File: config.mk
export PLATFORM = sky130hd
export DESIGN_NAME = rv_writeback
export DESIGN_NICKNAME = d
export VERILOG_FILES = /design/src/rtl/rv_writeback_pkg.sv /design/src/rtl/rv_load_align.sv /design/src/rtl/rv_writeback.sv
export SDC_FILE = /design/constraint.sdc
export NUM_CORES = 1
export LEC_CHECK = 0
export ABC_CLOCK_PERIOD_IN_PS = 2660
export CORE_MARGIN = 1.5
export CORE_UTILIZATION = 40
export DETAILED_ROUTE_END_ITERATION = 12
export GPL_TIMING_DRIVEN = 0
export PLACE_DENSITY = 0.78
export SLEW_MARGIN = 10
export SYNTH_ARGS = -nofsm -noshare
export SYNTH_HDL_FRONTEND = slang
export SYNTH_SLANG_ARGS = --single-unit
File: constraint.sdc
create_clock -name clk_i -period 2.66 [get_ports clk_i]
set_clock_uncertainty 0.2 [all_clocks]
set_input_delay 0.266 -clock clk_i [delete_from_list [all_inputs] [get_ports clk_i]]
set_output_delay 0.266 -clock clk_i [all_outputs]
set_load 0.005 [all_outputs]
File: src/rtl/rv_writeback_pkg.sv
// Shared definitions for the uRV writeback stage: load/store funct3 encodings
// and the writeback FSM state type.
package rv_writeback_pkg;

  // funct3 encodings of the load/store instructions
  localparam logic [2:0] LDST_B  = 3'b000;
  localparam logic [2:0] LDST_H  = 3'b001;
  localparam logic [2:0] LDST_L  = 3'b010;
  localparam logic [2:0] LDST_BU = 3'b100;
  localparam logic [2:0] LDST_HU = 3'b101;

  // Writeback FSM states
  typedef enum logic [1:0] {
    WB_IDLE       = 2'b00,
    WB_WAIT_LOAD  = 2'b01,
    WB_WAIT_STORE = 2'b10
  } wb_state_e;

endpackage

File: src/rtl/rv_load_align.sv
// Load data alignment: selects the addressed byte/halfword of a memory word and
// sign- or zero-extends it according to funct3. Also flags unsupported funct3
// values and misaligned halfword/word accesses.
module rv_load_align
  import rv_writeback_pkg::*;
(
  input  logic [31:0] data_i,
  input  logic [2:0]  fun_i,
  input  logic [1:0]  addr_i,
  output logic [31:0] value_o,
  output logic        valid_o,
  output logic        misaligned_o
);

  logic [7:0]  byte_sel;
  logic [15:0] half_sel;

  // Lane selection; a misaligned halfword/word simply truncates the low address bits
  always_comb begin
    unique case (addr_i)
      2'b00:   byte_sel = data_i[7:0];
      2'b01:   byte_sel = data_i[15:8];
      2'b10:   byte_sel = data_i[23:16];
      default: byte_sel = data_i[31:24];
    endcase
    half_sel = addr_i[1] ? data_i[31:16] : data_i[15:0];
  end

  // Extension and funct3 decode
  always_comb begin
    value_o      = '0;
    valid_o      = 1'b0;
    misaligned_o = 1'b0;
    case (fun_i)
      LDST_B: begin
        value_o = {{24{byte_sel[7]}}, byte_sel};
        valid_o = 1'b1;
      end
      LDST_BU: begin
        value_o = {24'b0, byte_sel};
        valid_o = 1'b1;
      end
      LDST_H: begin
        value_o      = {{16{half_sel[15]}}, half_sel};
        valid_o      = 1'b1;
        misaligned_o = addr_i[0];
      end
      LDST_HU: begin
        value_o      = {16'b0, half_sel};
        valid_o      = 1'b1;
        misaligned_o = addr_i[0];
      end
      LDST_L: begin
        value_o      = data_i;
        valid_o      = 1'b1;
        misaligned_o = |addr_i;
      end
      default: begin
        value_o = '0;
        valid_o = 1'b0;
      end
    endcase
  end

endmodule

File: src/rtl/rv_writeback.sv
// uRV writeback stage. Completes outstanding data-memory loads/stores, aligns
// load data and drives the single register-file write port. Stalls upstream
// while an access is pending.
// Optional feature: define URV_WB_MISALIGN_CHECK_EN to suppress writes of
// misaligned halfword/word loads and pulse w_misaligned_o instead.
module rv_writeback
  import rv_writeback_pkg::*;
#(
  parameter int unsigned STORE_WAIT = 1
) (
  input  logic        clk_i,
  input  logic        rst_n_i,
  input  logic [2:0]  x_fun_i,
  input  logic        x_load_i,
  input  logic        x_store_i,
  input  logic [4:0]  x_rd_i,
  input  logic [31:0] x_rd_value_i,
  input  logic        x_rd_write_i,
  input  logic [31:0] x_dm_addr_i,
  input  logic [31:0] dm_data_l_i,
  input  logic        dm_load_done_i,
  input  logic        dm_store_done_i,
  output logic [4:0]  rf_rd_o,
  output logic [31:0] rf_rd_value_o,
  output logic        rf_rd_write_o,
  output logic        w_stall_req_o,
  output logic        w_misaligned_o
);

`ifdef URV_WB_MISALIGN_CHECK_EN
  localparam bit MisalignCheck = 1'b1;
`else
  localparam bit MisalignCheck = 1'b0;
`endif

  localparam bit StoreWait = (STORE_WAIT != 0);

  wb_state_e   state_q, state_d;
  logic [4:0]  hold_rd_q, hold_rd_d;
  logic [2:0]  hold_fun_q, hold_fun_d;
  logic [1:0]  hold_addr_q, hold_addr_d;
  logic [4:0]  rf_rd_q, rf_rd_d;
  logic [31:0] rf_value_q, rf_value_d;
  logic        rf_write_q, rf_write_d;
  logic        mis_q, mis_d;

  logic [2:0]  al_fun;
  logic [1:0]  al_addr;
  logic [4:0]  ld_rd;
  logic [31:0] al_value;
  logic        al_valid;
  logic        al_mis;
  logic        ld_done;
  logic        stall;

  // Only the byte offset of the address matters to writeback
  logic unused_addr;
  assign unused_addr = ^x_dm_addr_i[31:2];

  // Aligner operands: live execute bundle in IDLE, held copy while waiting
  always_comb begin
    al_fun  = x_fun_i;
    al_addr = x_dm_addr_i[1:0];
    ld_rd   = x_rd_i;
    if (state_q == WB_WAIT_LOAD) begin
      al_fun  = hold_fun_q;
      al_addr = hold_addr_q;
      ld_rd   = hold_rd_q;
    end
  end

  rv_load_align u_load_align (
    .data_i       (dm_data_l_i),
    .fun_i        (al_fun),
    .addr_i       (al_addr),
    .value_o      (al_value),
    .valid_o      (al_valid),
    .misaligned_o (al_mis)
  );

  // FSM next state, hold capture, RF write generation and stall request
  always_comb begin
    state_d     = state_q;
    hold_rd_d   = hold_rd_q;
    hold_fun_d  = hold_fun_q;
    hold_addr_d = hold_addr_q;
    rf_rd_d     = rf_rd_q;
    rf_value_d  = rf_value_q;
    rf_write_d  = 1'b0;
    mis_d       = 1'b0;
    ld_done     = 1'b0;
    stall       = 1'b0;

    unique case (state_q)
      WB_IDLE: begin
        // Load beats store beats plain write when several qualifiers are set
        if (x_load_i) begin
          if (dm_load_done_i) begin
            ld_done = 1'b1;
          end else begin
            hold_rd_d   = x_rd_i;
            hold_fun_d  = x_fun_i;
            hold_addr_d = x_dm_addr_i[1:0];
            state_d     = WB_WAIT_LOAD;
            stall       = 1'b1;
          end
        end else if (x_store_i) begin
          if (StoreWait && !dm_store_done_i) begin
            state_d = WB_WAIT_STORE;
            stall   = 1'b1;
          end
        end else if (x_rd_write_i && (x_rd_i != 5'd0)) begin
          rf_write_d = 1'b1;
          rf_rd_d    = x_rd_i;
          rf_value_d = x_rd_value_i;
        end
      end
      WB_WAIT_LOAD: begin
        if (dm_load_done_i) begin
          ld_done = 1'b1;
          state_d = WB_IDLE;
        end else begin
          stall = 1'b1;
        end
      end
      WB_WAIT_STORE: begin
        if (dm_store_done_i) begin
          state_d = WB_IDLE;
        end else begin
          stall = 1'b1;
        end
      end
      default: begin
        state_d = WB_IDLE;
      end
    endcase

    if (ld_done) begin
      mis_d = MisalignCheck && al_mis;
      if (al_valid && !mis_d && (ld_rd != 5'd0)) begin
        rf_write_d = 1'b1;
        rf_rd_d    = ld_rd;
        rf_value_d = al_value;
      end
    end
  end

  // State, hold and RF output registers
  always_ff @(posedge clk_i or negedge rst_n_i) begin
    if (!rst_n_i) begin
      state_q     <= WB_IDLE;
      hold_rd_q   <= '0;
      hold_fun_q  <= '0;
      hold_addr_q <= '0;
      rf_rd_q     <= '0;
      rf_value_q  <= '0;
      rf_write_q  <= 1'b0;
      mis_q       <= 1'b0;
    end else begin
      state_q     <= state_d;
      hold_rd_q   <= hold_rd_d;
      hold_fun_q  <= hold_fun_d;
      hold_addr_q <= hold_addr_d;
      rf_rd_q     <= rf_rd_d;
      rf_value_q  <= rf_value_d;
      rf_write_q  <= rf_write_d;
      mis_q       <= mis_d;
    end
  end

  assign rf_rd_o        = rf_rd_q;
  assign rf_rd_value_o  = rf_value_q;
  assign rf_rd_write_o  = rf_write_q;
  assign w_stall_req_o  = stall;
  assign w_misaligned_o = mis_q;

endmodule

[Yosys cells after proc, flatten, opt, wreduce, memory -nomap -nowiden]
Index checks and enable logic that the tools add are counted.
Operators by class
  equal/unequal tests: 13
  bitwise logic cells: 1
  reduce and logical (&&, ||, !) cells: 10
  mux-type cells: 40
Operators by type and width (count)
  $mux W32: 6
  $pmux W32 S5: 1
  $mux W5: 7
  $pmux W8 S3: 1
  $mux W16: 1
  $mux W2: 7
  $mux W1: 13
  $reduce_bool A5 Y1: 2
  $ne A3 B3 Y1 const B: 3
  $eq A3 B3 Y1 const B: 2
  $pmux W2 S3: 1
  $reduce_and A5 Y1: 1
  $reduce_or A5 Y1: 1
  $eq A2 B1 Y1 const B: 2
  $eq A2 B2 Y1 const B: 2
  $logic_not A2 Y1: 2
  $ne A2 B2 Y1 const B: 2
  $eq A3 B1 Y1 const B: 1
  $eq A3 B2 Y1 const B: 1
  $logic_not A3 Y1: 1
  $mux W3: 1
  $pmux W1 S3: 1
  $reduce_and A3 Y1: 1
  $logic_and A1 B1 Y1: 2
  2 further kinds: 2
Storage, ports and cells
  output and inout bits: 40
  register bits after elaboration: 50

[Depth between registers and ports, before layout]
Gate-level depths: netlist of the first run.
  depth in word-level cells: 8
  depth in mapped cells: 8
  mapped depth without buffers: 5

[Hierarchy]
From an unflattened synthesis of the first run, not the netlist that was laid out.
Unflattened totals
  cell total of the unflattened synthesis: 342
  area total of the unflattened synthesis: 3293.2 um^2
By module, submodules not included
  rv_writeback: cells an instance 213, sequential area each 1251.2 um^2, instances 1, area an instance 2338.5 um^2
  rv_load_align: cells an instance 129, sequential area each 0.0 um^2, instances 1, area an instance 954.7 um^2

[Worst setup path after synthesis of the first run]
Ideal clock, no wire load.
  path type: reg2reg
  start: reg state_q[0]
  end: reg rf_value_q[20] (netlist: rf_rd_value_o[20])
  path slack: 0.449 ns
  stages on the path, launching flop included: 9
  period minus slack after synthesis: 2.211 ns
  data arrival time: 1.875 ns
  required time: 2.324 ns
  buffers on the path: 3
  cells stage by stage: dfrtp_1 > buf_4 > nand2b_1 > buf_2 > mux2_2 > mux2i_1 > a211oi_4 > buf_6 > a32oi_1
On the way
  longest elaborated chain between the ends: 8
Ends and longest elaborated chain
  from (decl): RTL line rv_writeback.sv:38  | wb_state_e state_q, state_d;
  from (signal assigned): RTL line rv_writeback.sv:160  | state_q <= state_d;
  branches (longest 7 deep; another with $pmux W32 S5)
  $mux W32 (*): RTL line rv_writeback.sv:138  | if (ld_done) begin
  via rf_value_d[20]: RTL line rv_writeback.sv:43  | logic [31:0] rf_value_q, rf_value_d;
  to (signal assigned): RTL line rv_writeback.sv:165  | rf_value_q <= rf_value_d;
  to (decl): RTL line rv_writeback.sv:43
Mark *: on every way through the listed nets, which the timed path passes.
A chain may end at the register's enable or synchronous reset.

[Worst setup path in the final report of the first run]
  start: reg state_q[0]
  end: reg rf_value_q[5] (netlist: rf_rd_value_o[5])
Same word-level chain as after synthesis.

==> flow_summary.toml, run 1 <==
[status]
status = "finished clean"

[setup_path]
critPathMaxStageDelay_ns = 0.45
cp-end-kind = "flop"
crit_type = "reg2reg"
cp_num_buf_inv = 3
crit_family = "buffers and inverters"
critPathSlowestCell = "a221oi_1"
startpoint_type = "flop"
worstPathRequired_ns = 2.63
path_cells = "buf_4 > nand2b_1 > buf_2 > buf_2 > mux2i_4 > a221oi_1 > a221oi_1 > mux2i_1"
cp.arrival_ns = 2.53
cp_max_fo = 10

[yosys]
syn-num-nets = 424
syn_area_um2 = 3217
synth-edff-count = 0
yosysWarnings = 0
ys_ff_latch = 50
synthArstFlopShare_pct = 100.0
synthFlopType = "dfrtp_1"
ys_types = 53
synth_cells = 313
ys_seq_area_share_pct = 38.90
synth_area_per_cell_um2 = 10.28

[place]
place.gp.congestion = 0.9291
dpl_cell_area_um2 = 4551
dpl.hpwl_um = 7726
post-place-ws_ns = -0.05065
port_buffers = 119

[clocking]
cts_buffers = 5
cts_buffer_depth = 2
cts_num_sinks = 50
path_clk_slew_ns = 0.10
cts_tree = "yes"
clk_latency_ns = 0.31
root_buffer = "clkbuf_8"
h-tree-depth = 2

[grt]
grt_usage_pct = 24.17
grt_pass1_wl_um = 16330
overflow = 0
grt_max_degree = 27
grt_pass1_vias = 3276
grt_antenna_before_repair = 0

[routing]
firstDrtPassIters = 4
drt_iter0_markers = 270
wirelength_um = 10160
wl_per_cell_um = 18.50
via_count = 3148
drc = 0
viasPerCell = 5.734
antenna_left = 0

[floorplan]
initial_utilization_pct = 41.41
die_area_um2 = 8589
die_w_um = 92.68
chipHeight_um = 92.68
coreArea_um2 = 7767
rows = 32
num_io_pins = 151

[finish]
fin_area_um2 = 4731
syn_to_final_growth_pct = 47.06
fillers = 659
utilization_pct = 60.91
diodes = 0
drive_gt1_share_pct = 15.21
finalNetCount = 557

[timing]
rsz0062_at_grt = "false"
fin_hold_ws_ns = 0.3001
worst_slew_pin_slew_ns = 0.7411
max_slew_margin_pct = 50.60
finalCritPeriodShare_pct = 96.39
setup_slack_ns = 0.09591
fmax_mhz = 390.0
slew_viol_final = 0
period_needed_ns = 2.564
hold_viol_final = 0
fin_setup_tns_ns = 0
setup_viol = 0

[pwr]
intPower_w = 0.001999
switchingPower_w = 0.0009504
power.density_nw_per_um2 = 623.5
power.leakage_nw = 2.056
power_frac_seq_pct = 39.2
combPwrFrac_pct = 44.7
p_sw_share_pct = 32.22
pwr-share-clk_pct = 16.1
ir_drop_uv = 315.3

[min_path]
hp-class = "in2async"

[job]
cap_violations = 0
==> stage by stage <==
| stage | std cells | power [W] |
|---|---|---|
| 2_1_floorplan | 313 | 0.001712 |
| 3_3_place_gp | 534 | 0.002415 |
| 3_5_place_dp | 535 | 0.002450 |
| 4_1_cts | 544 | 0.002942 |
| 5_1_grt | 549 | 0.003122 |
| 6_report | 549 | 0.002950 |
==> layer usage <==
layer | routed length [um] | part of all wire (%) | track usage (%)
met5 | 0 | 0 | 0
met1 | 4336 | 43 | 31.10
met4 | 153 | 1.5 | 7.449
met3 | 818 | 8.1 | 5.665
met2 | 4847 | 48 | 40.26
==> final cells by class <==
class | count | area (um^2) | area share, %
buffer | 21 | 120.1 | 2.539
clock buffer | 6 | 82.58 | 1.746
clock inverter | 2 | 12.51 | 0.2645
inverter | 25 | 93.84 | 1.984
multi-input combinational | 217 | 1789 | 37.82
sequential | 50 | 1251 | 26.45
tap | 102 | 127.6 | 2.698
timing repair buffer | 126 | 1254 | 26.50
==> logic make-up after synthesis <==
logic type / after synthesis / synth area share, %
compound gates: 89 / 24.12
simple gates: 71 / 11.79
mux: 56 / 18.44
flops: 50 / 38.90
buf+inv: 46 / 6.651
other cells: 1 / 0.1166
==> layout by cell type (no fill, tap or decap), types with 3 or more instances in the layout <==
cell type        instances
a211oi_1                 8
a21oi_1                  4
a221oi_1                10
a22oi_1                  3
a32oi_1                 24
and2_1                   9
buf_2                   10
buf_4                    7
buf_6                    3
clkbuf_1                 7
clkbuf_8                 6
clkdlybuf4s50_1        118
dfrtp_1                 50
inv_1                   24
mux2_2                  13
mux2i_1                 40
mux2i_4                  3
nand2_1                 32
nor2_1                   5
nor3_1                   4
o211ai_1                16
o221a_2                  4
or2_2                    3
or4_1                    4
==> flip-flops by register name (all words and copies together), names as in the netlist <==
signal / cells
hold_addr_q: 2
hold_rd_q: 5
state_q: 2
rf_rd_o: 5
rf_rd_write_o: 1
rf_rd_value_o: 32
hold_fun_q: 3
==> Yosys cell counts, types with 3 or more instances <==
master,number,share of area (%)
dfrtp_1,50,39
a221oi_1,12,3.3
a211oi_1,8,1.9
o221a_2,4,1.4
a22oi_1,3,0.70
mux2i_1,41,13
buf_2,9,1.4
clkbuf_1,7,0.82
inv_1,24,2.8
mux2_2,13,4.6
a32oi_1,24,6.5
and2_1,9,1.8
a21oi_1,4,0.62
or2_2,3,0.58
or4_1,4,0.93
o211ai_1,16,3.7
buf_6,3,1.1
nand2_1,32,3.7
nor3_1,4,0.62
nor2_1,5,0.58
==> final timing paths <==
| path | endpoint | cells after the start | slack (ns) | startpoint |
|---|---|---|---|---|
| worst min-delay path | rf_rd_o[2] | 2 | 0.30 | rst_n_i |
| worst min register to register | hold_rd_q[4] | 1 | 0.35 | hold_rd_q[4] |
| worst max-delay path | rf_rd_value_o[5] | 8 | 0.1 | state_q[0] |
| max in group asynchronous | rf_rd_value_o[27] | 3 | 1.40 | rst_n_i |
| min in group clk_i | state_q[1] | 2 | 0.34 | dm_store_done_i |
| worst max register to register | rf_rd_value_o[5] | 8 | 0.1 | state_q[0] |
==> power by group through the flow <==
| stage | clock network [W] | registers [W] | logic [W] |
|---|---|---|---|
| finish | 0.000475 | 0.00116 | 0.00132 |
| global route | 0.000515 | 0.00119 | 0.00142 |
| CTS | 0.000490 | 0.00116 | 0.00129 |
| detailed placement | 0 | 0.00116 | 0.00128 |
| global placement | 0 | 0.00116 | 0.00125 |
| floorplan | 0 | 0.00117 | 0.000545 |
==> what timing repair did <==
item                                    4_1_cts  5_1_grt
endpoints found under the setup margin       21       25
buffers inserted                              0        5
resized for setup                             3        3
hold buffers                                  1        0
pin swaps                                     1        2
hold endpoints to repair                     25        0
(Power assumes the default switching activity.)
==> run 2, diff against run 1 <==
--- a/config.mk
+++ b/config.mk
@@ -6,12 +6,11 @@
 export NUM_CORES = 1
 export LEC_CHECK = 0
 export ABC_CLOCK_PERIOD_IN_PS = 2660
-export CORE_MARGIN = 1.5
+export CORE_MARGIN = 2
 export CORE_UTILIZATION = 40
 export DETAILED_ROUTE_END_ITERATION = 12
 export GPL_TIMING_DRIVEN = 0
 export PLACE_DENSITY = 0.78
-export SLEW_MARGIN = 10
 export SYNTH_ARGS = -nofsm -noshare
 export SYNTH_HDL_FRONTEND = slang
 export SYNTH_SLANG_ARGS = --single-unit
==> flow_summary.toml, run 2 (synthesized netlist as in run 1, its figures left out) <==
[finish]
fin_area_um2 = 4691
layout_common_cells = "clkdlybuf4s50_1 (118), dfrtp_1 (50), mux2i_1 (40)"
syn_to_final_growth_pct = 45.82
finalNetCount = 553
diodes = 0
largest_reg_flops = 32
stdcell_count = 545
drive_gt1_share_pct = 14.00
final_common_cell = "clkdlybuf4s50_1"

[timing]
max_slew_margin_pct = 51.07
slew_viol_final = 0
rsz0062_at_grt = "true"
finalCritPeriodShare_pct = 95.76
fmax_mhz = 392.6
setup_slack_ns = 0.1129
setup_viol = 0
hold_viol_final = 0
period_needed_ns = 2.547
worst_slew_pin_slew_ns = 0.7340

[routing]
antenna_left = 0
drt_iter0_markers = 235
wirelength_um = 10040
drc = 0
via_count = 3115
wl_per_cell_um = 18.42
viasPerCell = 5.716
firstDrtPassIters = 5

[min_path]
hp-class = "in2async"

[floorplan]
num_io_pins = 151
die_w_um = 93.68
die_area_um2 = 8775
rows = 32
chipHeight_um = 93.68
coreArea_um2 = 7767
initial_utilization_pct = 41.41

[setup_path]
cp.arrival_ns = 2.51
crit_type = "reg2reg"
critPathMaxStageDelay_ns = 0.46
critPathSlowestCell = "a211oi_4"
path_cells = "buf_4 > nand2b_1 > buf_2 > mux2_2 > mux2i_1 > a211oi_4 > buf_6 > a32oi_1"
cp-end-kind = "flop"
worstPathRequired_ns = 2.63
startpoint_type = "flop"
cp_max_fo = 10

[job]
cap_violations = 0

[clocking]
h-tree-depth = 2
cts_tree = "yes"
root_buffer = "clkbuf_8"
path_clk_slew_ns = 0.09
cts_buffer_depth = 2
clk_latency_ns = 0.30
cts_num_sinks = 50
cts_buffers = 5

[grt]
grt_pass1_vias = 3102
grt_usage_pct = 23.08
grt_antenna_before_repair = 0
grt_pass1_wl_um = 16060
grt_max_degree = 27
overflow = 0

[pwr]
pwr-share-clk_pct = 16.0
power.leakage_nw = 2.034
ir_drop_uv = 332.5
p_sw_share_pct = 32.03
switchingPower_w = 0.0009372
intPower_w = 0.001989
power_frac_seq_pct = 39.5
power.density_nw_per_um2 = 623.9
combPwrFrac_pct = 44.5

[place]
post-place-ws_ns = -0.05837
place.gp.congestion = 0.9001
port_buffers = 119
numPlacedInstances = 535
dpl_cell_area_um2 = 4551
dpl.hpwl_um = 7801

[status]
status = "finished clean"
[run 2: worst max-delay path, delay by kind of cell, from the launching register on]
kind / cells / cell delay [ns]
AOI/OAI and AO/OA: 2 / 0.57
buffers and inverters: 3 / 0.60
and+or+nand+nor: 1 / 0.06
muxes: 2 / 0.60
DFF: 1 / 0.37
[run 2: cell type report]
type | count | area (um^2)
plain buffers | 21 | 122.6
clock buffers | 6 | 82.58
clock inverters | 2 | 12.51
fillers | 678 | 3077
inverters | 25 | 93.84
multi-input cells | 217 | 1777
flip-flops and latches | 50 | 1251
well taps | 102 | 127.6
repair buffers | 122 | 1224
[run 2: metrics by stage]
| step | hold WS [ns] | total power [W] | setup TNS, ns | utilization [%] |
|---|---|---|---|---|
| 3_5_place_dp | 0.1069 | 0.002453 | -0.09729 | 58.59 |
| 3_3_place_gp | 0.3103 | 0.002418 | -16.49 | 58.39 |
| 5_1_grt | 0.3353 | 0.003104 | 0 | 60.39 |
| 4_1_cts | 0.3099 | 0.002926 | 0 | 59.99 |
| 2_1_floorplan | -0.2296 | 0.001712 | 0 | - |
| 6_report | 0.2993 | 0.002926 | 0 | 60.39 |
[run 2: what timing repair did]
action | 4_1_cts | 5_1_grt
cloned | 0 | 0
hold buffers | 1 | 0
buffers inserted | 0 | 1
setup endpoints to repair | 7 | 26
endpoints found under the hold margin | 25 | 0
resized for setup | 1 | 4
pin swaps | 0 | 2
[run 2: final timing paths]
kind                       depth (start not counted)  slack [ns]             from           endpoint
setup / recovery                                   8        0.11       state_q[0]  rf_rd_value_o[28]
hold / removal                                     2        0.30          rst_n_i         rf_rd_o[2]
setup reg to reg                                   8        0.11       state_q[0]  rf_rd_value_o[28]
hold reg to reg                                    1        0.35     hold_rd_q[0]       hold_rd_q[0]
max in group asynchronous                          3        1.41          rst_n_i  rf_rd_value_o[18]
min in group clk_i                                 2        0.31  dm_store_done_i         state_q[1]
[run 2: per-layer routing]
| metal | GRT usage (%) | part of all wire [%] | up-vias |
|---|---|---|---|
| li1 | - | - | 1461 |
| met1 | 32.39 | 43 | 1491 |
| met2 | 37.05 | 47 | 150 |
| met3 | 4.013 | 7.7 | 13 |
| met4 | 6.039 | 1.5 | 0 |
| met5 | 0 | 0 | - |
[run 2: power by group through the flow]
| stage | Clock, W | Combinational (W) | Sequential (W) |
|---|---|---|---|
| global placement | 0 | 0.00126 | 0.00116 |
| detailed placement | 0 | 0.00129 | 0.00117 |
| global route | 0.000509 | 0.00140 | 0.00119 |
| CTS | 0.000476 | 0.00129 | 0.00116 |
| floorplan | 0 | 0.000545 | 0.00117 |
| finish | 0.000468 | 0.00130 | 0.00116 |
